[src/rtl/wb_stage.sv]
// wb_stage: writeback stage with load extract/extend, write qualification and load timeout
module wb_stage #(
  parameter int LD_TIMEOUT = 16
) (
  input  logic        clk,
  input  logic        rst,
  input  logic        in_valid,
  output logic        in_ready,
  input  logic [31:0] in_instr,
  input  logic [1:0]  in_wb_sel,
  input  logic [31:0] in_alu,
  input  logic [31:0] in_pc,
  input  logic [1:0]  in_addr_lo,
  input  logic        mem_rsp_valid,
  input  logic [31:0] mem_rsp_data,
  output logic        rf_we,
  output logic [4:0]  rf_waddr,
  output logic [31:0] rf_wdata,
  output logic        retire,
  output logic        load_timeout
);
  localparam int CW = $clog2(LD_TIMEOUT + 1);
  typedef enum logic [1:0] {IDLE, WAIT_LD, WRITE} state_t;
  state_t state_q, state_d;
  logic [CW-1:0] cnt_q, cnt_d;
  logic [31:0] instr_q, instr_d, alu_q, alu_d, pc_q, pc_d;
  logic [1:0] wb_sel_q, wb_sel_d, addr_lo_q, addr_lo_d;
  logic rf_we_q, rf_we_d, retire_q, retire_d, load_timeout_q, load_timeout_d;
  logic [4:0] rf_waddr_q, rf_waddr_d;
  logic [31:0] rf_wdata_q, rf_wdata_d;
  logic accept, waiting, rsp, expire, go, ok, src_load, op_ok, f3_ok;
  logic [31:0] src_instr, src_alu, src_pc, ld_data, sel_data;
  logic [1:0] src_sel, src_addr;
  logic [6:0] op;
  logic [2:0] f3;
  logic [7:0] byte_v;
  logic [15:0] half_v;
  assign in_ready = !rst && state_q != WAIT_LD;
  always_comb begin
    accept = in_valid && in_ready;
    waiting = state_q == WAIT_LD;
    rsp = waiting && mem_rsp_valid;
    expire = waiting && !mem_rsp_valid && cnt_q == CW'(LD_TIMEOUT - 1);
    state_d = waiting ? ((rsp || expire) ? WRITE : WAIT_LD)
            : accept ? ((in_instr[6:0] == 7'b0000011) ? WAIT_LD : WRITE) : IDLE;
    cnt_d = (waiting && !rsp && !expire) ? cnt_q + 1'b1 : '0;
    instr_d = accept ? in_instr : instr_q;
    alu_d = accept ? in_alu : alu_q;
    pc_d = accept ? in_pc : pc_q;
    wb_sel_d = accept ? in_wb_sel : wb_sel_q;
    addr_lo_d = accept ? in_addr_lo : addr_lo_q;
    // A completing load writes from its captured fields, anything else from the live beat
    src_instr = waiting ? instr_q : in_instr;
    src_alu = waiting ? alu_q : in_alu;
    src_pc = waiting ? pc_q : in_pc;
    src_sel = waiting ? wb_sel_q : in_wb_sel;
    src_addr = waiting ? addr_lo_q : in_addr_lo;
    op = src_instr[6:0];
    f3 = src_instr[14:12];
    src_load = op == 7'b0000011;
    op_ok = op == 7'b0110111 || op == 7'b0010111 || op == 7'b1101111 || op == 7'b1100111
         || op == 7'b0000011 || op == 7'b0010011 || op == 7'b0110011;
    f3_ok = f3 == 3'b000 || f3 == 3'b001 || f3 == 3'b010 || f3 == 3'b100 || f3 == 3'b101;
    byte_v = 8'(mem_rsp_data >> {src_addr, 3'b000});
    half_v = src_addr[1] ? mem_rsp_data[31:16] : mem_rsp_data[15:0];
    ld_data = !rsp ? 32'h0
            : f3 == 3'b000 ? {{24{byte_v[7]}}, byte_v}
            : f3 == 3'b001 ? {{16{half_v[15]}}, half_v}
            : f3 == 3'b100 ? {24'h0, byte_v}
            : f3 == 3'b101 ? {16'h0, half_v} : mem_rsp_data;
    sel_data = src_sel == 2'b00 ? ld_data : src_sel == 2'b01 ? src_alu : src_pc + 32'd4;
    go = state_d == WRITE;
    ok = go && op_ok && src_instr[11:7] != 5'd0 && src_sel != 2'b11 && !expire && (!src_load || f3_ok);
    rf_we_d = ok;
    rf_waddr_d = ok ? src_instr[11:7] : 5'd0;
    rf_wdata_d = ok ? sel_data : 32'h0;
    retire_d = go;
    load_timeout_d = load_timeout_q || expire;
  end
  always_ff @(posedge clk) begin
    if (rst) begin
      state_q <= IDLE;
      cnt_q <= '0;
      instr_q <= '0;
      alu_q <= '0;
      pc_q <= '0;
      wb_sel_q <= '0;
      addr_lo_q <= '0;
      rf_we_q <= 1'b0;
      rf_waddr_q <= '0;
      rf_wdata_q <= '0;
      retire_q <= 1'b0;
      load_timeout_q <= 1'b0;
    end else begin
      state_q <= state_d;
      cnt_q <= cnt_d;
      instr_q <= instr_d;
      alu_q <= alu_d;
      pc_q <= pc_d;
      wb_sel_q <= wb_sel_d;
      addr_lo_q <= addr_lo_d;
      rf_we_q <= rf_we_d;
      rf_waddr_q <= rf_waddr_d;
      rf_wdata_q <= rf_wdata_d;
      retire_q <= retire_d;
      load_timeout_q <= load_timeout_d;
    end
  end
  assign rf_we = rf_we_q;
  assign rf_waddr = rf_waddr_q;
  assign rf_wdata = rf_wdata_q;
  assign retire = retire_q;
  assign load_timeout = load_timeout_q;
endmodule

[config.mk]
export PLATFORM = sky130hd
export DESIGN_NAME = wb_stage
export DESIGN_NICKNAME = d
export VERILOG_FILES = /design/src/rtl/wb_stage.sv
export SDC_FILE = /design/constraint.sdc
export NUM_CORES = 1
export LEC_CHECK = 0
export ABC_CLOCK_PERIOD_IN_PS = 5800
export BUFFER_PORTS_ARGS = -buffer_cell sky130_fd_sc_hd__buf_2
export CORE_MARGIN = 5
export CORE_UTILIZATION = 25
export DETAILED_ROUTE_END_ITERATION = 10
export PLACE_DENSITY = 0.41
export SYNTH_ARGS = -nofsm -noshare
export SYNTH_HDL_FRONTEND = slang
export SYNTH_SLANG_ARGS = --single-unit
export TNS_END_PERCENT = 10
[constraint.sdc]
create_clock -name clk -period 5.8 [get_ports clk]
set_input_delay 0.58 -clock clk [delete_from_list [all_inputs] [get_ports clk]]
set_output_delay 0.58 -clock clk [all_outputs]
set_load 0.02 [all_outputs]
# Word level (Yosys, flattened, before mapping)
# Cells that the tools add are included.
# totals
wordCells	87
out_inout_bits	41
reg_bits	130
input_bits	136
# op_classes
add_sub_neg	2
reduce_logical	35
n_mux	17
bitwise_logic	2
n_shift	1
n_eq_ne	18
# op_table
cell	count
$mux 32	9
$add 32x3->32 const B	1
$shr 32x5->8	1
$mux 16	1
$mux 15	1
$eq 7x2->1 const B	2
$eq 7x5->1 const B	2
$eq 7x6->1 const B	2
$eq 7x7->1 const B	2
$logic_or 1x1->1	13
$logic_and 1x1->1	12
$mux 2	6
$eq 3x3->1 const B	2
$add 5x1->5 const B	1
$eq 5x4->1 const B	1
$logic_not 1->1	5
$reduce_bool 5->1	1
$eq 2x1->1 const B	2
$reduce_or 2->1	2
$eq 3x1->1 const B	1
$eq 3x2->1 const B	1
$logic_not 3->1	1
$eq 2x2->1 const B	1
$logic_not 2->1	1
3 further kinds	4

# Logic depth before layout (Yosys ltp)
# Gate-level depths: netlist (run 1).
# depth
ltp_word	16
depth_mapped	14
mapped_depth_nobuf	9

# Least setup slack after synthesis (run 1)
# No wires, ideal clock.
# synth_timing
kind	reg-to-reg
from	register state_q[0]
to	register rf_wdata_q[28], in the netlist rf_wdata[28]
setup_slack_ns	2.978
synth_period_minus_slack_ns	2.822
n_path_buf	3
setup_ns	0.077
required_ns	5.723
path_stages_with_launch	13
t_arrival_ns	2.745
path_cell_list	dfxtp_1 nor2b_1 buf_2 buf_2 clkbuf_1 nand2_1 nand2_1 ha_1 nand3_4 nor4_4 nor4b_2 o21ai_1 a41oi_2
# synth_via
elab_chain_len	16
word_cells_on_any_way	63
classes_between	add/sub: 1; eq/ne: 16; shift: 1; mux: 16; bitwise: 1; reduce/logical: 28
# synth_lines
element	line_no	text
start: declaration	24	state_t state_q, state_d;
start signal: assignment	95	state_q <= state_d;
branches (longest 16 deep; another with $add 32x3->32)	-	
end signal: assignment	104	rf_wdata_q <= rf_wdata_d;
end: declaration	30	logic [31:0] rf_wdata_q, rf_wdata_d;
# Several ways; the timed one is not identified.
# A chain may end at the register's enable or synchronous reset.

# Worst setup path after layout (run 1)
# layout_timing
from	register state_q[1]
to	register rf_wdata_q[30], in the netlist rf_wdata[30]
# Same word-level chain as after synthesis.

==> impl_metrics.json, run 1 <==
{
  "preCtsSetupSlack_ps": 2050,
  "regArea_sq_um": 2600,
  "cellLeakagePower_nw": 3.77,
  "maxCapViolCount": 0,
  "synth_edf_count": 0,
  "grt_pass1_wl_um": 41200,
  "cp_slowest_cell": "nand2b_4",
  "drt_iter0_drc": 564,
  "cp.required_ps": 6100,
  "seq_area_frac_synth_pct": 35.6,
  "async_flop_share_pct": 0,
  "syn_area_sq_um": 7310,
  "max_freq_ghz": 0.269,
  "synth_warnings": 0,
  "hp-class": "in -> reg",
  "pin_count": 177,
  "synth_top_family_by_area": "simple AND/OR/NAND/NOR gates",
  "cts.sinks": 130,
  "post_cts_buffers": 0,
  "rsz0062_at_grt": "false",
  "vias": 7208,
  "area_delta_synth_final_pct": 23.7,
  "dr.pass1.iters": 5,
  "holdBufCountCts": 0,
  "io_buffers": 159,
  "die_area_sq_um": 32800,
  "num_rows": 62,
  "fin_util_pct": 31.4,
  "path_class": "reg -> reg",
  "finalMaxSlewViolations": 0,
  "cpMostUsedCell": "a31oi_1",
  "netlist_top_cells_count": "216 x nand2_1, 130 x dfxtp_1, 116 x o21ai_0",
  "cts_buffer_depth": 2,
  "grt_overflow": 0,
  "synth.area.mux_share_pct": 7.04,
  "startpoint_type": "register",
  "wire_per_inst_um": 18.3,
  "grt_max_degree": 81,
  "synth-simple-area-share_pct": 29.1,
  "final.setup.tns_ps": 0,
  "track_usage_pct": 16.2,
  "powerDensity_nw_per_um2": 270,
  "cts-root-buf": "clkbuf_16",
  "dieWidth_um": 181,
  "arrival_ps": 4020,
  "synth_compound_area_share_pct": 20.9,
  "crit_fanout": 62,
  "yosysUniqueCellTypes": 65,
  "multiInputGateArea_sq_um": 4400,
  "synthCells": 970,
  "antenna_left": 0,
  "setup_ws_ps": 2080,
  "setup_viol": 0,
  "numCtsBuffers": 17,
  "grt_pass1_vias": 6861,
  "slew_headroom_pct": 32.8,
  "slowest_delay_ps": 780,
  "tightest_slew_ps": 1010,
  "endpoint_kind": "register",
  "yosysMostFrequentCell": "nand2_1",
  "h-tree-depth": 4,
  "antenna_found_initial": 7,
  "synth_nets": 1109,
  "min_period_ps": 3720,
  "synth_xor_area_share_pct": 2.04,
  "clk_latency_ps": 430,
  "clock_skew_ps": 8.96,
  "hold_violations": 0,
  "avgSynthCellArea_sq_um": 7.54,
  "drive_gt1_share_pct": 21.3,
  "die_y_um": 181,
  "fin_nets": 1231,
  "clkTransAtPathRegs_ps": 60,
  "post-dp-hpwl_um": 20000,
  "ys.flop_type": "dfxtp_1",
  "synthAdderAreaFrac_pct": 0.514,
  "ir_worst_vdd_v": 0.000203,
  "synth_seq_cells": 130,
  "post_cts_resized": 0,
  "via_per_inst": 4.83,
  "synth_area_leader_cell": "dfxtp_1",
  "start_util_pct": 25.4,
  "post-route-drc-count": 0,
  "fillers": 3171,
  "fin_crit_sh_pct": 64.2,
  "gp_congestion": 0.788,
  "synth_top_cell_area_share_pct": 35.6,
  "synthTopCellsByArea": "dfxtp_1 36%, nand2_1 11%, o21ai_0 7.9%, nand2b_1 7.6%, a21oi_1 4.4%",
  "drt_wl_total_um": 27200,
  "cts_tree": "done",
  "core-area_sq_um": 28800,
  "worstPathCellList": "nand2b_4 > buf_4 > mux2_2 > ha_1 > nand3_4 > nor4_4 > a31oi_1 > o21ai_0 > a31oi_1",
  "outcome": "finished clean"
}
==> cell families (layout without fill, tap and decap cells) <==
| logic type | after synthesis | count (layout) |
|---|---|---|
| xor+xnor | 17 | 17 |
| mux | 46 | 46 |
| simple gates | 438 | 438 |
| fa+ha+maj | 3 | 3 |
| other cells | 0 | 2 |
| buf+inv | 76 | 211 |
| compound gates | 260 | 260 |
| flops | 130 | 130 |
==> area by class of cell <==
cell class	count	share of cell area, %
Multi-Input combinational cell	764	48.7
Sequential cell	130	28.8
Timing Repair Buffer	170	9.71
Tap cell	384	5.31
Clock buffer	18	4.86
Clock inverter	14	2.21
Inverter	9	0.374
Antenna cell	2	0.0554
==> power breakdown <==
part           internal, mW  switching (mW)
clock network         0.738           0.457
registers             0.937          0.0292
logic                 0.110           0.170
==> per-layer routing <==
| layer | vias up | GRT usage [%] | wire (um) |
|---|---|---|---|
| met4 | 10 | 4.44 | 379 |
| met2 | 182 | 24.5 | 11700 |
| met1 | 3360 | 23.4 | 13600 |
| li1 | 3622 | - | - |
| met3 | 34 | 3.50 | 1520 |
| met5 | - | 0 | 49 |
==> flip-flops by register name (all words and copies together) (netlist names), 2 cells and up <==
name,flops
rf_waddr,5
rf_wdata,32
instr_q,15
pc_q,32
wb_sel_q,2
cnt_q,5
alu_q,32
state_q,2
addr_lo_q,2
==> cell usage in the layout (no fill, tap or decap), types with 20 or more instances in the layout <==
master and count:
nand2_1 216, buf_2 159, dfxtp_1 130, o21ai_0 116
nand2b_1 88, a21oi_1 64, nor2_1 48, mux2i_1 32
a31oi_1 25, nand3_1 20
==> critical path: cells and delay by family (launching register included) <==
kind,cells,cell delay [ps]
compound gates,3,710
flops,1,470
buf+inv,1,430
simple gates,3,1450
fa+ha+maj,1,230
mux,1,270
==> stage by stage <==
step                hold slack, ps  instance area, sq um  cells  power, mW
floorplan                      418                  7310    970       1.14
global placement               435                  8400   1457       1.26
detailed placement             442                  8400   1457       1.27
CTS                            349                  9040   1489       2.47
global route                   366                  9040   1490       2.55
finish                         360                  9040   1491       2.44
==> worst paths after layout <==
check / from / slack, ps / cells after the start / endpoint
min reg2reg: cnt_q[0]$_SDFF_PP0_ / 450 / 1 / cnt_q[0]$_SDFF_PP0_
min: in_alu[2] / 360 / 3 / alu_q[2]$_SDFFE_PP0P_
max: state_q[1]$_SDFF_PP0_ / 2080 / 9 / rf_wdata[30]$_SDFF_PP0_
max reg2reg: state_q[1]$_SDFF_PP0_ / 2080 / 9 / rf_wdata[30]$_SDFF_PP0_
Note: power is estimated with default switching activity, not from simulation.
==> run 2: changes to the inputs <==
--- a/config.mk
+++ b/config.mk
@@ -5,7 +5,8 @@
 export SDC_FILE = /design/constraint.sdc
 export NUM_CORES = 1
 export LEC_CHECK = 0
-export ABC_CLOCK_PERIOD_IN_PS = 5800
+export ABC_AREA = 1
+export ABC_CLOCK_PERIOD_IN_PS = 3450
 export BUFFER_PORTS_ARGS = -buffer_cell sky130_fd_sc_hd__buf_2
 export CORE_MARGIN = 5
 export CORE_UTILIZATION = 25
==> constraint.sdc (replaced) <==
create_clock -name clk -period 3.45 [get_ports clk]
set_input_delay 0.345 -clock clk [delete_from_list [all_inputs] [get_ports clk]]
set_output_delay 0.345 -clock clk [all_outputs]
set_load 0.02 [all_outputs]
==> impl_metrics.json, run 2 <==
{
  "fin_crit_sh_pct": 83.0,
  "yosysMostFrequentCell": "nand2_1",
  "dr.max_layer_used": "met5",
  "powerDensity_nw_per_um2": 456,
  "r2r_slack_ps": 590,
  "post_cts_buffers": 0,
  "grt_pass1_wl_um": 42800,
  "preCtsSetupSlack_ps": 530,
  "core-area_sq_um": 29900,
  "final_common_cell": "nand2_1",
  "area_delta_synth_final_pct": 22.0,
  "tightest_slew_ps": 832,
  "fillers": 3323,
  "crit_family": "simple AND/OR/NAND/NOR gates",
  "wire_per_inst_um": 16.7,
  "r2r_start": "state_q[1]$_SDFF_PP0_",
  "pin_count": 177,
  "place_area_sq_um": 8620,
  "r2r_cells": 15,
  "async_flop_share_pct": 0,
  "dr.pass1.iters": 6,
  "arrival_ps": 3240,
  "setup_ws_ps": 588,
  "die_area_sq_um": 34000,
  "die_y_um": 184,
  "antenna_found_initial": 9,
  "synthTopCellsByArea": "dfxtp_1 34%, nand2_1 18%, o21ai_0 8.1%, nand3_1 4.3%, nor2_1 4.1%",
  "track_usage_pct": 16.4,
  "grt_pass1_vias": 7442,
  "numCtsBuffers": 17,
  "post_cts_resized": 0,
  "path_class": "reg -> reg",
  "hp-class": "in -> reg",
  "avgSynthCellArea_sq_um": 6.59,
  "critPathBufInv": 4,
  "cp.required_ps": 3830,
  "min_path_cells": 3,
  "synth_top_cell_area_share_pct": 34.2,
  "setup_viol": 0,
  "yosysUniqueCellTypes": 50,
  "placedCellCount": 1652,
  "synth_warnings": 0,
  "crit_fanout": 42,
  "max_freq_ghz": 0.349,
  "cp_slowest_cell": "inv_2",
  "clock_skew_ps": 12.2,
  "gp_congestion": 0.862,
  "final.setup.tns_ps": 0,
  "met2_length_um": 12100,
  "hold_violations": 0,
  "fin_util_pct": 31.1,
  "grt_overflow": 0,
  "holdBufCountCts": 0,
  "io_buffers": 159,
  "endpoint_kind": "register",
  "cts_tree": "done",
  "worstPathCellList": "inv_4 > nand2_8 > nand2_1 > nand2_2 > inv_2 > nand2_1 > nand2_1 > o21ai_0 > nand2_1 > nand2_1 > inv_2 > nand2_1 > nand3_1 > nand2_1 > inv_1",
  "outcome": "finished clean",
  "synth_seq_cells": 130,
  "min-delay-start": "in_alu[2]",
  "clkTransAtPathRegs_ps": 70,
  "slew_headroom_pct": 44.6,
  "start_util_pct": 25.5,
  "wirelength_met1_um": 13700,
  "num_rows": 63,
  "min_period_ps": 2860,
  "maxCapViolCount": 0,
  "drive_gt1_share_pct": 22.6,
  "synth_area_leader_cell": "dfxtp_1",
  "clk_latency_ps": 440,
  "ir_worst_vdd_v": 0.000346,
  "ys.flop_type": "dfxtp_1",
  "finalMaxSlewViolations": 0,
  "instances_no_fill": 1685,
  "synth_nets": 1294,
  "vias": 7854,
  "post-dp-hpwl_um": 21100,
  "layout_common_cells": "365 x nand2_1, 159 x buf_2, 130 x dfxtp_1",
  "final_cell_area_sq_um": 9280,
  "grt_max_degree": 65,
  "synth_edf_count": 0,
  "h-tree-depth": 4,
  "post-route-drc-count": 0,
  "synthCells": 1155,
  "hold_ws_ps": 120,
  "dieWidth_um": 184,
  "power_mw": 4.23,
  "fin_nets": 1420,
  "cellLeakagePower_nw": 4.02,
  "syn_area_sq_um": 7610,
  "cpMostUsedCell": "nand2_1",
  "reg2reg_to": "rf_wdata[14]$_SDFF_PP0_",
  "wl_met3_um": 1920,
  "seq_area_frac_synth_pct": 34.2,
  "drt_iter0_drc": 481,
  "min_to": "alu_q[2]$_SDFFE_PP0P_",
  "via_per_inst": 4.66,
  "startpoint_type": "register",
  "cts-root-buf": "clkbuf_16",
  "rsz0062_at_grt": "false",
  "drt_wl_total_um": 28200,
  "antenna_left": 0,
  "cts.sinks": 130,
  "cts_buffer_depth": 2,
  "netlist_top_cells_count": "365 x nand2_1, 130 x dfxtp_1, 123 x o21ai_0",
  "slowest_delay_ps": 360
}
[run 2: cell count changes after synthesis, sizes merged, moves of 32 or more]
cell / before / now
nor2: 48 / 102
nand2b: 89 / 0
inv: 9 / 83
nand2: 216 / 400
mux2i: 35 / 3
nand3: 21 / 68
[run 2: where the power goes]
part           total (mW)  internal, mW  switching (mW)  leakage [nW]
combinational       0.556         0.187           0.370          2.64
clock                2.07          1.30           0.778         0.310
sequential           1.60          1.57          0.0294          1.07
[run 2: how the worst max path moves through the flow]
stage                                startpoint                      end  slack (ps)  cells past startpoint
final                     state_q[1]$_SDFF_PP0_  rf_wdata[14]$_SDFF_PP0_         590                     15
after global routing      state_q[1]$_SDFF_PP0_  rf_wdata[14]$_SDFF_PP0_         340                     15
after CTS                 state_q[0]$_SDFF_PP0_  rf_wdata[14]$_SDFF_PP0_         520                     14
after detailed placement  state_q[0]$_SDFF_PP0_  rf_wdata[14]$_SDFF_PP0_         530                     14
after global placement    state_q[1]$_SDFF_PP0_  rf_wdata[14]$_SDFF_PP0_         560                     11
after floorplan           state_q[0]$_SDFF_PP0_  rf_wdata[24]$_SDFF_PP0_        1370                     17
[run 2: worst min-delay path, stage by stage]
cell     delay [ps]
buf_2            80
nand2_1          50
o31ai_1          50
[run 2: routing by layer]
layer	vias up	GRT usage [%]
met1	3526	23.4
li1	4040	-
met5	-	0
met4	16	4.20
met2	231	24.5
met3	41	4.50
[run 2: area by class of cell]
class | count | area [sq um] | share of cell area, %
clock buffer | 18 | 429 | 4.62
inverter | 84 | 322 | 3.46
tap | 390 | 488 | 5.26
clock inverter | 14 | 228 | 2.45
timing repair buffer | 172 | 918 | 9.89
multi-input combinational | 876 | 4290 | 46.2
sequential | 130 | 2600 | 28.0
antenna | 1 | 2.50 | 0.0270
[run 2: cell families (layout without fill, tap and decap cells)]
| family | after synthesis | count (layout) | share of synthesized area [%] |
|---|---|---|---|
| buffers and inverters | 149 | 288 | 9.47 |
| adder cells (fa/ha/maj) | 3 | 3 | 0.493 |
| AO/OA/AOI/OAI | 253 | 253 | 18.9 |
| AND/OR/NAND/NOR | 608 | 608 | 35.5 |
| flip-flops | 130 | 130 | 34.2 |
| other | 0 | 1 | 0 |
| XOR/XNOR | 9 | 9 | 1.04 |
| multiplexers | 3 | 3 | 0.395 |
==> run 3: changes to the inputs <==
--- a/config.mk
+++ b/config.mk
@@ -6,7 +6,7 @@
 export NUM_CORES = 1
 export LEC_CHECK = 0
 export ABC_AREA = 1
-export ABC_CLOCK_PERIOD_IN_PS = 3450
+export ABC_CLOCK_PERIOD_IN_PS = 2650
 export BUFFER_PORTS_ARGS = -buffer_cell sky130_fd_sc_hd__buf_2
 export CORE_MARGIN = 5
 export CORE_UTILIZATION = 25
==> constraint.sdc (replaced) <==
create_clock -name clk -period 2.65 [get_ports clk]
set_input_delay 0.265 -clock clk [delete_from_list [all_inputs] [get_ports clk]]
set_output_delay 0.265 -clock clk [all_outputs]
set_load 0.02 [all_outputs]
==> impl_metrics.json, run 3 (synthesis results as in run 2) <==
{
  "outcome": "finished clean",
  "dieWidth_um": 184,
  "min_period_ps": 2370,
  "numCtsBuffers": 17,
  "arrival_ps": 2740,
  "min-delay-start": "in_pc[0]",
  "path_class": "reg -> reg",
  "min_path_cells": 3,
  "met2_length_um": 12300,
  "r2r_slack_ps": 280,
  "fillers": 3339,
  "track_usage_pct": 16.3,
  "clock_skew_ps": 12.9,
  "core-area_sq_um": 29900,
  "slew_headroom_pct": 53.4,
  "dr.pass1.iters": 5,
  "placedCellCount": 1671,
  "die_area_sq_um": 34000,
  "num_rows": 63,
  "finalMaxSlewViolations": 0,
  "endpoint_kind": "register",
  "reg2reg_to": "rf_wdata[19]$_SDFF_PP0_",
  "maxCapViolCount": 0,
  "clk_latency_ps": 430,
  "fin_nets": 1439,
  "area_delta_synth_final_pct": 23.4,
  "cellLeakagePower_nw": 4.10,
  "max_freq_ghz": 0.421,
  "grt_pass1_vias": 7440,
  "instances_no_fill": 1703,
  "dr.max_layer_used": "met5",
  "h-tree-depth": 4,
  "post_cts_resized": 0,
  "start_util_pct": 25.5,
  "drive_gt1_share_pct": 23.8,
  "wire_per_inst_um": 16.6,
  "hp-class": "in -> reg",
  "crit_fanout": 23,
  "rsz0062_at_grt": "false",
  "die_y_um": 184,
  "gp_congestion": 0.867,
  "antenna_cells": 0,
  "cts_tree": "done",
  "startpoint_type": "register",
  "hold_violations": 0,
  "final_common_cell": "nand2_1",
  "powerDensity_nw_per_um2": 569,
  "wirelength_met1_um": 13600,
  "antenna_left": 0,
  "layout_common_cells": "365 x nand2_1, 159 x buf_2, 130 x dfxtp_1",
  "setup_ws_ps": 275,
  "io_buffers": 159,
  "multiInputGateArea_sq_um": 4290,
  "ir_worst_vdd_v": 0.000479,
  "post_cts_buffers": 0,
  "vias": 7864,
  "cts.sinks": 130,
  "regArea_sq_um": 2600,
  "tightest_slew_ps": 700,
  "clkTransAtPathRegs_ps": 70,
  "pin_count": 177,
  "grt_overflow": 0,
  "drt_iter0_drc": 534,
  "setup_viol": 0,
  "drt_wl_total_um": 28300,
  "grt_pass1_wl_um": 42600,
  "fin_crit_sh_pct": 89.6,
  "antenna_found_initial": 10,
  "preCtsSetupSlack_ps": 252,
  "min_to": "pc_q[0]$_SDFFE_PP0P_",
  "holdBufCountCts": 0,
  "hold_ws_ps": 42.8,
  "cts_buffer_depth": 2,
  "post-route-drc-count": 0,
  "grt_max_degree": 106,
  "cts-root-buf": "clkbuf_16",
  "r2r_start": "state_q[0]$_SDFF_PP0_",
  "cp.required_ps": 3010,
  "via_per_inst": 4.62,
  "final.setup.tns_ps": 0,
  "wl_met3_um": 1800,
  "post-dp-hpwl_um": 21400,
  "r2r_cells": 9
}
-- run 3: cell types whose count changed in the layout (fill, tap and decap cells not counted), sizes merged --
cell / delta
clkinvlp: +2
diode: -1
buf: +19
bufinv: -2
-- run 3: layout make-up --
cell class	count	share of cell area, %
Clock buffer	18	4.68
Clock inverter	14	1.88
Inverter	84	3.42
Multi-Input combinational cell	876	45.7
Sequential cell	130	27.7
Tap cell	390	5.19
Timing Repair Buffer	191	11.4
-- run 3: layer usage --
| metal | vias to the layer above | global-route usage, % |
|---|---|---|
| li1 | 4075 | - |
| met1 | 3537 | 23.0 |
| met2 | 192 | 24.5 |
| met3 | 40 | 4.64 |
| met4 | 20 | 3.93 |
| met5 | - | 0 |
-- run 3: worst max-delay path, stage by stage, from the launching register on --
cell and delay (ps):
dfxtp_1 350, buf_4 150, nand2_8 130, o21ai_2 400, inv_2 180, nand2_2 190, nand2_1 310, o21ai_0 340
a21oi_1 110, a21oi_1 140
-- run 3: through the flow --
| step | utilization [%] | power, mW | cell area (sq um) |
|---|---|---|---|
| 3_5_place_dp | 29.4 | 2.87 | 8780 |
| 3_3_place_gp | 29.4 | 2.87 | 8780 |
| 2_1_floorplan | - | 2.57 | 7610 |
| 5_1_grt | 31.4 | 5.60 | 9390 |
| 4_1_cts | 31.4 | 5.42 | 9390 |
| 6_report | 31.4 | 5.35 | 9390 |
-- run 3: power by group --
part | total, mW | internal [mW] | switching, mW
sequential | 2.09 | 2.05 | 0.0378
combinational | 0.733 | 0.254 | 0.479
clock | 2.52 | 1.52 | 1.01
total | 5.35 | 3.82 | 1.53
-- run 3: how the worst max path moves through the flow --
stage	start	slack (ps)	depth (start not counted)	endpoint
finish	state_q[0]$_SDFF_PP0_	280	9	rf_wdata[19]$_SDFF_PP0_
global route	state_q[0]$_SDFF_PP0_	10	9	rf_wdata[19]$_SDFF_PP0_
CTS	state_q[0]$_SDFF_PP0_	240	8	rf_wdata[15]$_SDFF_PP0_
detailed placement	state_q[0]$_SDFF_PP0_	250	8	rf_wdata[7]$_SDFF_PP0_
global placement	state_q[0]$_SDFF_PP0_	240	8	rf_wdata[15]$_SDFF_PP0_
floorplan	state_q[0]$_SDFF_PP0_	570	17	rf_wdata[24]$_SDFF_PP0_
